[src/rtl/scr1_arb_pkg.sv]
// Arbiter state encoding and requester indices.
package scr1_arb_pkg;

  typedef enum logic {
    SCR1_DMEM_ARB2_ARB  = 1'b0,
    SCR1_DMEM_ARB2_WAIT = 1'b1
  } type_scr1_dmem_arb2_fsm_e;

  localparam logic SCR1_ARB_M0 = 1'b0;
  localparam logic SCR1_ARB_M1 = 1'b1;

endpackage

[src/rtl/scr1_memif_pkg.sv]
// SCR1 memory-interface enums shared by all memory-side blocks.
package scr1_memif_pkg;

  typedef enum logic {
    SCR1_MEM_CMD_RD = 1'b0,
    SCR1_MEM_CMD_WR = 1'b1
  } type_scr1_mem_cmd_e;

  typedef enum logic [1:0] {
    SCR1_MEM_WIDTH_BYTE  = 2'b00,
    SCR1_MEM_WIDTH_HWORD = 2'b01,
    SCR1_MEM_WIDTH_WORD  = 2'b10
  } type_scr1_mem_width_e;

  // IDLE means no response this cycle; RDY_OK / RDY_ER both end a transaction.
  typedef enum logic [1:0] {
    SCR1_MEM_RESP_IDLE   = 2'b00,
    SCR1_MEM_RESP_RDY_OK = 2'b01,
    SCR1_MEM_RESP_RDY_ER = 2'b10
  } type_scr1_mem_resp_e;

endpackage

[src/rtl/scr1_dmem_arb2.sv]
// Two-requester round-robin arbiter in front of one SCR1 data-memory slave.
// At most one transaction is outstanding; request paths are pure muxes.
`ifndef SCR1_DMEM_AWIDTH
`define SCR1_DMEM_AWIDTH 32
`endif
`ifndef SCR1_DMEM_DWIDTH
`define SCR1_DMEM_DWIDTH 32
`endif

module scr1_dmem_arb2
  import scr1_memif_pkg::*;
  import scr1_arb_pkg::*;
#(
  parameter int unsigned AWIDTH = `SCR1_DMEM_AWIDTH,
  parameter int unsigned DWIDTH = `SCR1_DMEM_DWIDTH
) (
  input  logic                 clk,
  input  logic                 rst_n,
  // requester 0
  input  logic                 m0_req,
  output logic                 m0_req_ack,
  input  type_scr1_mem_cmd_e   m0_cmd,
  input  type_scr1_mem_width_e m0_width,
  input  logic [AWIDTH-1:0]    m0_addr,
  input  logic [DWIDTH-1:0]    m0_wdata,
  output logic [DWIDTH-1:0]    m0_rdata,
  output type_scr1_mem_resp_e  m0_resp,
  // requester 1
  input  logic                 m1_req,
  output logic                 m1_req_ack,
  input  type_scr1_mem_cmd_e   m1_cmd,
  input  type_scr1_mem_width_e m1_width,
  input  logic [AWIDTH-1:0]    m1_addr,
  input  logic [DWIDTH-1:0]    m1_wdata,
  output logic [DWIDTH-1:0]    m1_rdata,
  output type_scr1_mem_resp_e  m1_resp,
  // shared slave
  output logic                 s_req,
  input  logic                 s_req_ack,
  output type_scr1_mem_cmd_e   s_cmd,
  output type_scr1_mem_width_e s_width,
  output logic [AWIDTH-1:0]    s_addr,
  output logic [DWIDTH-1:0]    s_wdata,
  input  logic [DWIDTH-1:0]    s_rdata,
  input  type_scr1_mem_resp_e  s_resp,
  // status
  output logic                 owner_o,
  output logic                 busy_o
);

  type_scr1_dmem_arb2_fsm_e state_q, state_d;
  logic prio_q, prio_d;
  logic owner_q, owner_d;

  logic arb_act;
  logic wait_act;
  logic win;
  logic sel;

  // Winner selection; reset gates every handshake so nothing leaks while rst_n is low.
  always_comb begin
    arb_act  = rst_n & (state_q == SCR1_DMEM_ARB2_ARB);
    wait_act = rst_n & (state_q == SCR1_DMEM_ARB2_WAIT);
    if (m0_req & m1_req) begin
      win = prio_q;
    end else if (m1_req) begin
      win = SCR1_ARB_M1;
    end else begin
      win = SCR1_ARB_M0;
    end
    // Keep the owner's request on the bus while waiting so s_* stays stable.
    sel = arb_act ? win : owner_q;
  end

  // Request-side muxes toward the slave and acks back to the winner.
  always_comb begin
    s_req      = arb_act & (m0_req | m1_req);
    s_cmd      = sel ? m1_cmd   : m0_cmd;
    s_width    = sel ? m1_width : m0_width;
    s_addr     = sel ? m1_addr  : m0_addr;
    s_wdata    = sel ? m1_wdata : m0_wdata;
    m0_req_ack = s_req & (win == SCR1_ARB_M0) & s_req_ack;
    m1_req_ack = s_req & (win == SCR1_ARB_M1) & s_req_ack;
  end

  // Response routing: only the owner sees the slave while waiting; ARB responses are dropped.
  always_comb begin
    m0_resp  = SCR1_MEM_RESP_IDLE;
    m1_resp  = SCR1_MEM_RESP_IDLE;
    m0_rdata = '0;
    m1_rdata = '0;
    if (wait_act) begin
      if (owner_q == SCR1_ARB_M0) begin
        m0_resp  = s_resp;
        m0_rdata = s_rdata;
      end else begin
        m1_resp  = s_resp;
        m1_rdata = s_rdata;
      end
    end
  end

  // Next state: accept in ARB, finish on any non-IDLE response in WAIT.
  always_comb begin
    state_d = state_q;
    prio_d  = prio_q;
    owner_d = owner_q;
    unique case (state_q)
      SCR1_DMEM_ARB2_ARB: begin
        if (s_req & s_req_ack) begin
          state_d = SCR1_DMEM_ARB2_WAIT;
          owner_d = win;
        end
      end
      SCR1_DMEM_ARB2_WAIT: begin
        if (s_resp != SCR1_MEM_RESP_IDLE) begin
          state_d = SCR1_DMEM_ARB2_ARB;
          prio_d  = ~owner_q;
        end
      end
      default: state_d = SCR1_DMEM_ARB2_ARB;
    endcase
  end

  // State, priority and owner registers with synchronous reset.
  always_ff @(posedge clk) begin
    if (!rst_n) begin
      state_q <= SCR1_DMEM_ARB2_ARB;
      prio_q  <= SCR1_ARB_M0;
      owner_q <= SCR1_ARB_M0;
    end else begin
      state_q <= state_d;
      prio_q  <= prio_d;
      owner_q <= owner_d;
    end
  end

  assign busy_o  = (state_q == SCR1_DMEM_ARB2_WAIT);
  assign owner_o = owner_q;

endmodule
[config.mk]
export PLATFORM = sky130hd
export DESIGN_NAME = scr1_dmem_arb2
export DESIGN_NICKNAME = d
export VERILOG_FILES = /design/src/rtl/scr1_arb_pkg.sv /design/src/rtl/scr1_memif_pkg.sv /design/src/rtl/scr1_dmem_arb2.sv
export SDC_FILE = /design/constraint.sdc
export NUM_CORES = 1
export LEC_CHECK = 0
export CAP_MARGIN = 25
export CORE_AREA = 2 2 120 122
export DETAILED_ROUTE_END_ITERATION = 10
export DIE_AREA = 0 0 122 124
export HOLD_SLACK_MARGIN = 0.08
export PLACE_DENSITY = 0.68
export SYNTH_ARGS = -nofsm -noshare
export SYNTH_HDL_FRONTEND = slang
export SYNTH_SLANG_ARGS = --single-unit
[constraint.sdc]
create_clock -name clk -period 2.1 [get_ports clk]
set_input_delay 0.21 -clock clk [delete_from_list [all_inputs] [get_ports clk]]
set_output_delay 0.21 -clock clk [all_outputs]
set_load 0.05 [all_outputs]
Word level (Yosys, flattened, before mapping). Index checks and enable logic that the tools add are counted.

Flip-flop bits (word level): 3. Logic and storage cells: 37. Output and inout port bits: 140. Input bits: 173.

Mux-type cells: 18. Reductions and logical operators: 3. Bitwise logic cells: 13.

Operators by type and width (number): 2-to-1 mux 32 bit (6); 2-to-1 mux 2 bit (5); AND 1 bit (9); 2-to-1 mux 1 bit (6); AND reduction 2 bit (2); inverter 1 bit (3); one-hot mux 1 bit (2 select lines) (1); nonzero test 2 bit (1); OR 1 bit (1).

Depth between registers and ports, before layout. Gate-level depths: netlist (run 1).

Word-level depth: 6. Depth in mapped cells: 6. Mapped depth without buffers: 3.

Least setup slack after synthesis (run 1). OpenSTA, ideal clock, no wires.

Kind: register to output. Start: reg state_q (netlist: busy_o). End: out m0_req_ack. Data required time: 1.890 ns. Buffers on the path: 2. Arrival: 1.797 ns. Stages on the path, launching flop included: 6. Slack: 0.093 ns. Path through: dfxtp_1 > nor2b_2 > buf_6 > buf_6 > o211ai_4 > a21oi_1.

Cells in the longest elaborated chain, start to end: 5.

RTL lines: start, declared (line scr1_dmem_arb2.sv:51) `type_scr1_dmem_arb2_fsm_e state_q, state_d;`; start signal, assigned (line scr1_dmem_arb2.sv:132) `state_q <= state_d;`; inverter 1 bit; AND 1 bit (line scr1_dmem_arb2.sv:62) `arb_act = rst_n & (state_q == SCR1_DMEM_ARB2_ARB);`; AND 1 bit (line scr1_dmem_arb2.sv:77) `s_req = arb_act & (m0_req | m1_req);`; AND 1 bit (2 in a row) (line scr1_dmem_arb2.sv:82) `m0_req_ack = s_req & (win == SCR1_ARB_M0) & s_req_ack;`; end, declared (line scr1_dmem_arb2.sv:21) `output logic m0_req_ack,`.

No other way between the ends.

Worst setup path in the final report (run 1).
Start: in rst_n. End: out s_wdata[4].

Cells in the longest elaborated chain, start to end: 3.

RTL lines: start, declared (line scr1_dmem_arb2.sv:18) `input logic rst_n,`; AND 1 bit (line scr1_dmem_arb2.sv:62); 2-to-1 mux 1 bit (line scr1_dmem_arb2.sv:72) `sel = arb_act ? win : owner_q;`; 2-to-1 mux 32 bit (line scr1_dmem_arb2.sv:81) `s_wdata = sel ? m1_wdata : m0_wdata;`; end, declared (line scr1_dmem_arb2.sv:43) `output logic [DWIDTH-1:0] s_wdata,`.

No other way between the ends.

==> results by group, run 1 <==
Routing
  • Final WL: 17800 µm
  • DR WL/cell: 17.5 µm
  • Drt drc: 0
  • Drt pass-1 iters: 4
  • Vias post-DR: 5297
  • Antenna viol nets, final: 0
  • Vias/cell: 5.18
  • 1st-iter DRT viols: 419

Place
  • Place WS: 0.0851 ns
  • Dpl cell area: 8170 µm²
  • Detailed-placement wirelength estimate: 13600 µm
  • GPL Wtd Cong: 0.836
  • Port Buf Inserts: 312
  • Inst Count DP: 1011

Synth
  • Cell taking the most area after synthesis: a21o_1
  • Top post-synthesis cells by area: a21o_1, o211ai_1, and2_1, nand2b_1, nand4_1
  • Synth Area per Inst: 6.22 µm²
  • Synth Flop Type: dfxtp_1
  • Post-synthesis async set-or-reset flop share: 0%
  • Cell variety after synth: 27
  • Post-synthesis cell area: 3520 µm²
  • Mapped Cells: 566
  • Seq/Total Area, Yosys: 1.71%
  • Warnings from Yosys: 0
  • Yosys reg bits: 3
  • Most frequent cell after synthesis: nand2_1
  • Top post-synthesis cells by count: nand2_1, and2_1, nand2b_1
  • Mapped Nets: 739
  • Post-synth EDFFs: 0
  • Top cell type's share of synthesized area: 14.3%

Worst setup path
  • Req. time, crit path: 1.89 ns
  • Crit. End Element: output pin
  • Crit Path Class: input port to output pin
  • Crit path largest cell delay: 0.55 ns
  • Startpoint Class: input port
  • CP arrival: 1.79 ns
  • Crit path cell chain: clkdlybuf4s50_1 -> nor2b_4 -> buf_12 -> buf_12 -> nand4_1 -> nand3_1 -> buf_12
  • Most used cell, CP: buf_12
  • Worst-path fanout max: 32
  • Slowest cell on crit path: clkdlybuf4s50_1

Floorplanning
  • Effective utilization at floorplan: 25.6%
  • Core Rows: 43
  • Die area: 15100 µm²
  • Core ar.: 13700 µm²
  • Die Y: 124 µm
  • I/O Pins: 313
  • Die extent in x: 122 µm

Global routing
  • Initial antenna violation count: 2
  • Pin count of the biggest net entering global routing: 137
  • Overall routing resource usage: 21.4%
  • Remaining Overflow, GRT: 0
  • Wire length of the first global-routing pass: 26200 µm
  • Vias in the first global route: 4943

STA
  • Tmin final: 2.00 ns
  • Relative slew slack: 66.3%
  • Final Slew Violations: 0
  • Final hold slack: 0.508 ns
  • Setup WS post-layout: 0.0981 ns
  • Slew at the pin closest to its max-slew limit: 0.505 ns
  • Fin crit share: 95.3%
  • Setup TNS: 0 ns
  • Clock Skews: 0.00370 ns
  • Hold Vio Cnt, Final: 0
  • Highest clock rate: 500 MHz
  • Unrepaired setup endpoints after global routing: no
  • Final setup fails: 0

Outcome
  • Run status: finished, final reports clean

Job
  • Max Cap Viol: 0

Clock network
  • Root Driver: clkbuf_16
  • Clk_lat worst skew: 0.23 ns
  • # resized after CTS: 0
  • CTS tree: built
  • Sink Count: 3
  • Clock Pin Slew Worst Setup and Hold Paths: 0.03 ns
  • TritonCTS buffer count: 3
  • Htree depth: 1
  • Clk buf depth: 2

Finish
  • Fin nets: 1014
  • Final non-filler cell total: 1022
  • Final Instance Area: 8310 µm²
  • Post-layout util: 60.6%
  • Area Overhead vs Synth: 136%
  • Share of layout cells above drive strength 1: 21.8%

Power
  • Leak: 3.37 nW
  • Pwr/cell area: 363 nW/µm²
  • Tot Pwr: 3.02 mW
  • Peak supply drop: 0.464 mV

Hold path
  • Worst hold path class: input port to flop
-- cell type report --
class | instances | area [µm²]
antenna | 2 | 5.00
multi-input combinational | 488 | 2990
inverter | 1 | 3.75
fill | 1180 | 5410
timing repair buffer | 344 | 4940
tap | 180 | 225
clock buffer | 4 | 78.8
sequential | 3 | 63.8
-- flip-flops by register name, indices dropped and copies added, names as in the netlist --
name and count:
prio_q 1, owner_o 1, busy_o 1
-- path summary, 6_finish.rpt --
check / startpoint / to / slack, ns / depth (start not counted)
min: m1_req / owner_o / 0.51 / 4
min reg2reg: owner_o / owner_o / 0.51 / 2
max: rst_n / s_wdata[4] / 0.1 / 7
max reg2reg: owner_o / prio_q / 0.87 / 3
-- logic make-up (layout without fill, tap and decap cells) --
family | count (synthesis) | after routing | synth area share, %
muxes | 1 | 1 | 0.285
other | 0 | 2 | 0
AOI/OAI and AO/OA | 140 | 140 | 30.1
and+or+nand+nor | 347 | 347 | 54.3
buffers and inverters | 75 | 349 | 13.6
DFF | 3 | 3 | 1.71
-- cell usage in the layout, fill, tap and decap left out, types with 2 or more instances in the layout --
cell	Yosys	routed
nand3_1	67	67
clkbuf_16	0	4
diode_2	0	2
dfxtp_1	3	2
nand2_1	71	71
and2_1	68	68
clkdlybuf4s50_1	0	172
o211ai_1	67	67
nand4_1	67	67
a21o_1	67	67
nand2b_1	68	67
buf_4	6	17
buf_12	0	153
-- power by group --
group,switching (mW),leakage (nW),internal [mW]
registers,0.00512,0.0253,0.0606
clock network,0.0540,0.0382,0.251
logic,1.35,3.31,1.29
-- worst max-delay path, delay by kind of cell --
family        cells  cell delay, ns
buf+inv           4            1.06
simple gates      3            0.51
-- timing repair --
action,in CTS,in global routing
buffers inserted,0,4
endpoints found under the setup margin,0,3
hold buffers,0,0
-- routing by layer --
metal / wire (µm) / vias to the layer above / part of all wire (%) / track usage (%)
met4: 525 / 0 / 2.9 / 6.82
met5: 0 / - / 0 / 0
met3: 1770 / 26 / 9.9 / 7.46
li1: - / 2602 / - / -
met1: 6420 / 2442 / 36 / 24.1
met2: 9120 / 227 / 51 / 38.0
Power figures use the tool's default switching activity.
==> run 2, diff against run 1 <==
Settings changed: ABC_AREA from default to 0.
==> results of run 2 <==
Same layout as run 1: the final DEF is identical, and so are final timing and power.
==> run 3, diff against run 2 <==
Settings changed: CORE_AREA 2 2 120 122 to 4 4 119 121, DIE_AREA 0 0 122 124 to 0 0 123 125, PLACE_DENSITY 0.68 to 0.71.
==> results by group, run 3 (synthesis gave the netlist of run 1 again) <==
Outcome
  • Run status: finished, final reports clean

Global routing
  • Vias in the first global route: 5126
  • Pin count of the biggest net entering global routing: 72
  • Remaining Overflow, GRT: 0
  • Initial antenna violation count: 0
  • Wire length of the first global-routing pass: 27600 µm
  • Overall routing resource usage: 21.6%

STA
  • Setup WS post-layout: 0.119 ns
  • Highest clock rate: 505 MHz
  • Final Slew Violations: 0
  • Hold Vio Cnt, Final: 0
  • Clock Skews: 0.000679 ns
  • Tmin final: 1.98 ns
  • Unrepaired setup endpoints after global routing: no
  • Final setup fails: 0
  • Fin crit share: 94.3%
  • Slew at the pin closest to its max-slew limit: 0.512 ns
  • Setup TNS: 0 ns
  • Final hold slack: 0.477 ns
  • Relative slew slack: 65.8%

Worst setup path
  • Worst reg2reg path startpoint: busy_o
  • CP top delay family: buffers and inverters
  • Crit path cell chain: clkdlybuf4s50_1 -> nor2b_4 -> buf_12 -> buf_12 -> nand4_1 -> nand3_1 -> buf_12
  • Most used cell, CP: buf_12
  • Slowest cell on crit path: clkdlybuf4s50_1
  • RR Endpoint: owner_o
  • Req. time, crit path: 1.89 ns
  • Worst path bufs/invs: 4
  • Crit Path Class: input port to output pin
  • Crit. End Element: output pin
  • Worst-path fanout max: 38
  • Crit path largest cell delay: 0.48 ns
  • FF-to-FF path depth: 4
  • Startpoint Class: input port
  • CP arrival: 1.77 ns
  • Reg2Reg Setup Slack: 0.95 ns

Floorplanning
  • Die area: 15400 µm²
  • Effective utilization at floorplan: 26.9%
  • Core ar.: 13100 µm²
  • Die Y: 125 µm
  • I/O Pins: 313
  • Die extent in x: 123 µm
  • Core Rows: 42

Place
  • Detailed-placement wirelength estimate: 13900 µm
  • Place WS: 0.134 ns
  • Port Buf Inserts: 312
  • Inst Count DP: 1008
  • Dpl cell area: 8180 µm²
  • GPL Wtd Cong: 0.805

Clock network
  • Clock Pin Slew Worst Setup and Hold Paths: 0.03 ns
  • Sink Count: 3
  • Setup bufs post-CTS: 0
  • CTS tree: built
  • Clk_lat worst skew: 0.22 ns
  • Root Driver: clkbuf_16
  • Htree depth: 1
  • Hold-fix buffers, CTS: 0
  • Clk buf depth: 2
  • TritonCTS buffer count: 3
  • # resized after CTS: 0

Routing
  • Drt drc: 0
  • Met3 routed WL: 1880 µm
  • Vias post-DR: 5270
  • DR WL/cell: 17.5 µm
  • Final WL: 17700 µm
  • Routed wl met2: 8840 µm
  • Drt pass-1 iters: 5
  • Vias/cell: 5.21
  • Uppermost layer routed: met4
  • Antenna viol nets, final: 0
  • WL met1: 6620 µm
  • 1st-iter DRT viols: 420

Finish
  • Final Instance Area: 8260 µm²
  • Most common cell after layout, fill and taps aside: clkdlybuf4s50_1
  • Filler cells: 1040
  • Commonest cells after routing, fill and taps aside: clkdlybuf4s50_1, buf_12, nand2_1
  • Share of layout cells above drive strength 1: 21.4%
  • Post-layout util: 63.1%
  • Area Overhead vs Synth: 135%
  • # diodes: 0
  • Fin nets: 1010
  • Final non-filler cell total: 1012

Power
  • Tot Pwr: 2.99 mW
  • Pwr/cell area: 362 nW/µm²
  • Peak supply drop: 0.240 mV
  • Leak: 3.35 nW

Job
  • Max Cap Viol: 0

Hold path
  • Hold path depth: 2
  • Hold worst-path end: prio_q
  • Worst hold path class: flop to flop
  • Hold path start: prio_q
run 3: worst min-delay path: cells and delay by family, from the launching register on:
family / cells / cell delay, ns
DFF: 1 / 0.31
AOI/OAI and AO/OA: 1 / 0.06
and+or+nand+nor: 1 / 0.05
run 3: area by class of cell:
type                            count  area, µm²  share of cell area, %
Multi-Input combinational cell    488       2990                   36.2
Timing Repair Buffer              340       4910                   59.4
Sequential cell                     3       63.8                  0.772
Tap cell                          176        220                   2.67
Inverter                            1       3.75                 0.0454
Clock buffer                        4       78.8                  0.954
run 3: worst max-delay path by stage:
stage,start,end,cells past startpoint
5_1_grt,rst_n,s_wdata[10],7
2_1_floorplan,busy_o,m0_req_ack,5
4_1_cts,rst_n,s_wdata[8],7
6_report,rst_n,s_wdata[17],7
3_3_place_gp,rst_n,s_wdata[5],7
3_5_place_dp,rst_n,s_wdata[8],7
run 3: layer usage:
layer | global-route usage, % | vias up
met2 | 37.7 | 226
met3 | 7.00 | 22
met1 | 25.8 | 2418
li1 | - | 2604
met5 | 0 | -
met4 | 4.82 | 0
run 3: power breakdown:
group | switching (mW) | leakage, nW | internal (mW)
registers | 0.0115 | 0.0253 | 0.0607
clock network | 0.0478 | 0.0382 | 0.250
logic | 1.34 | 3.29 | 1.28
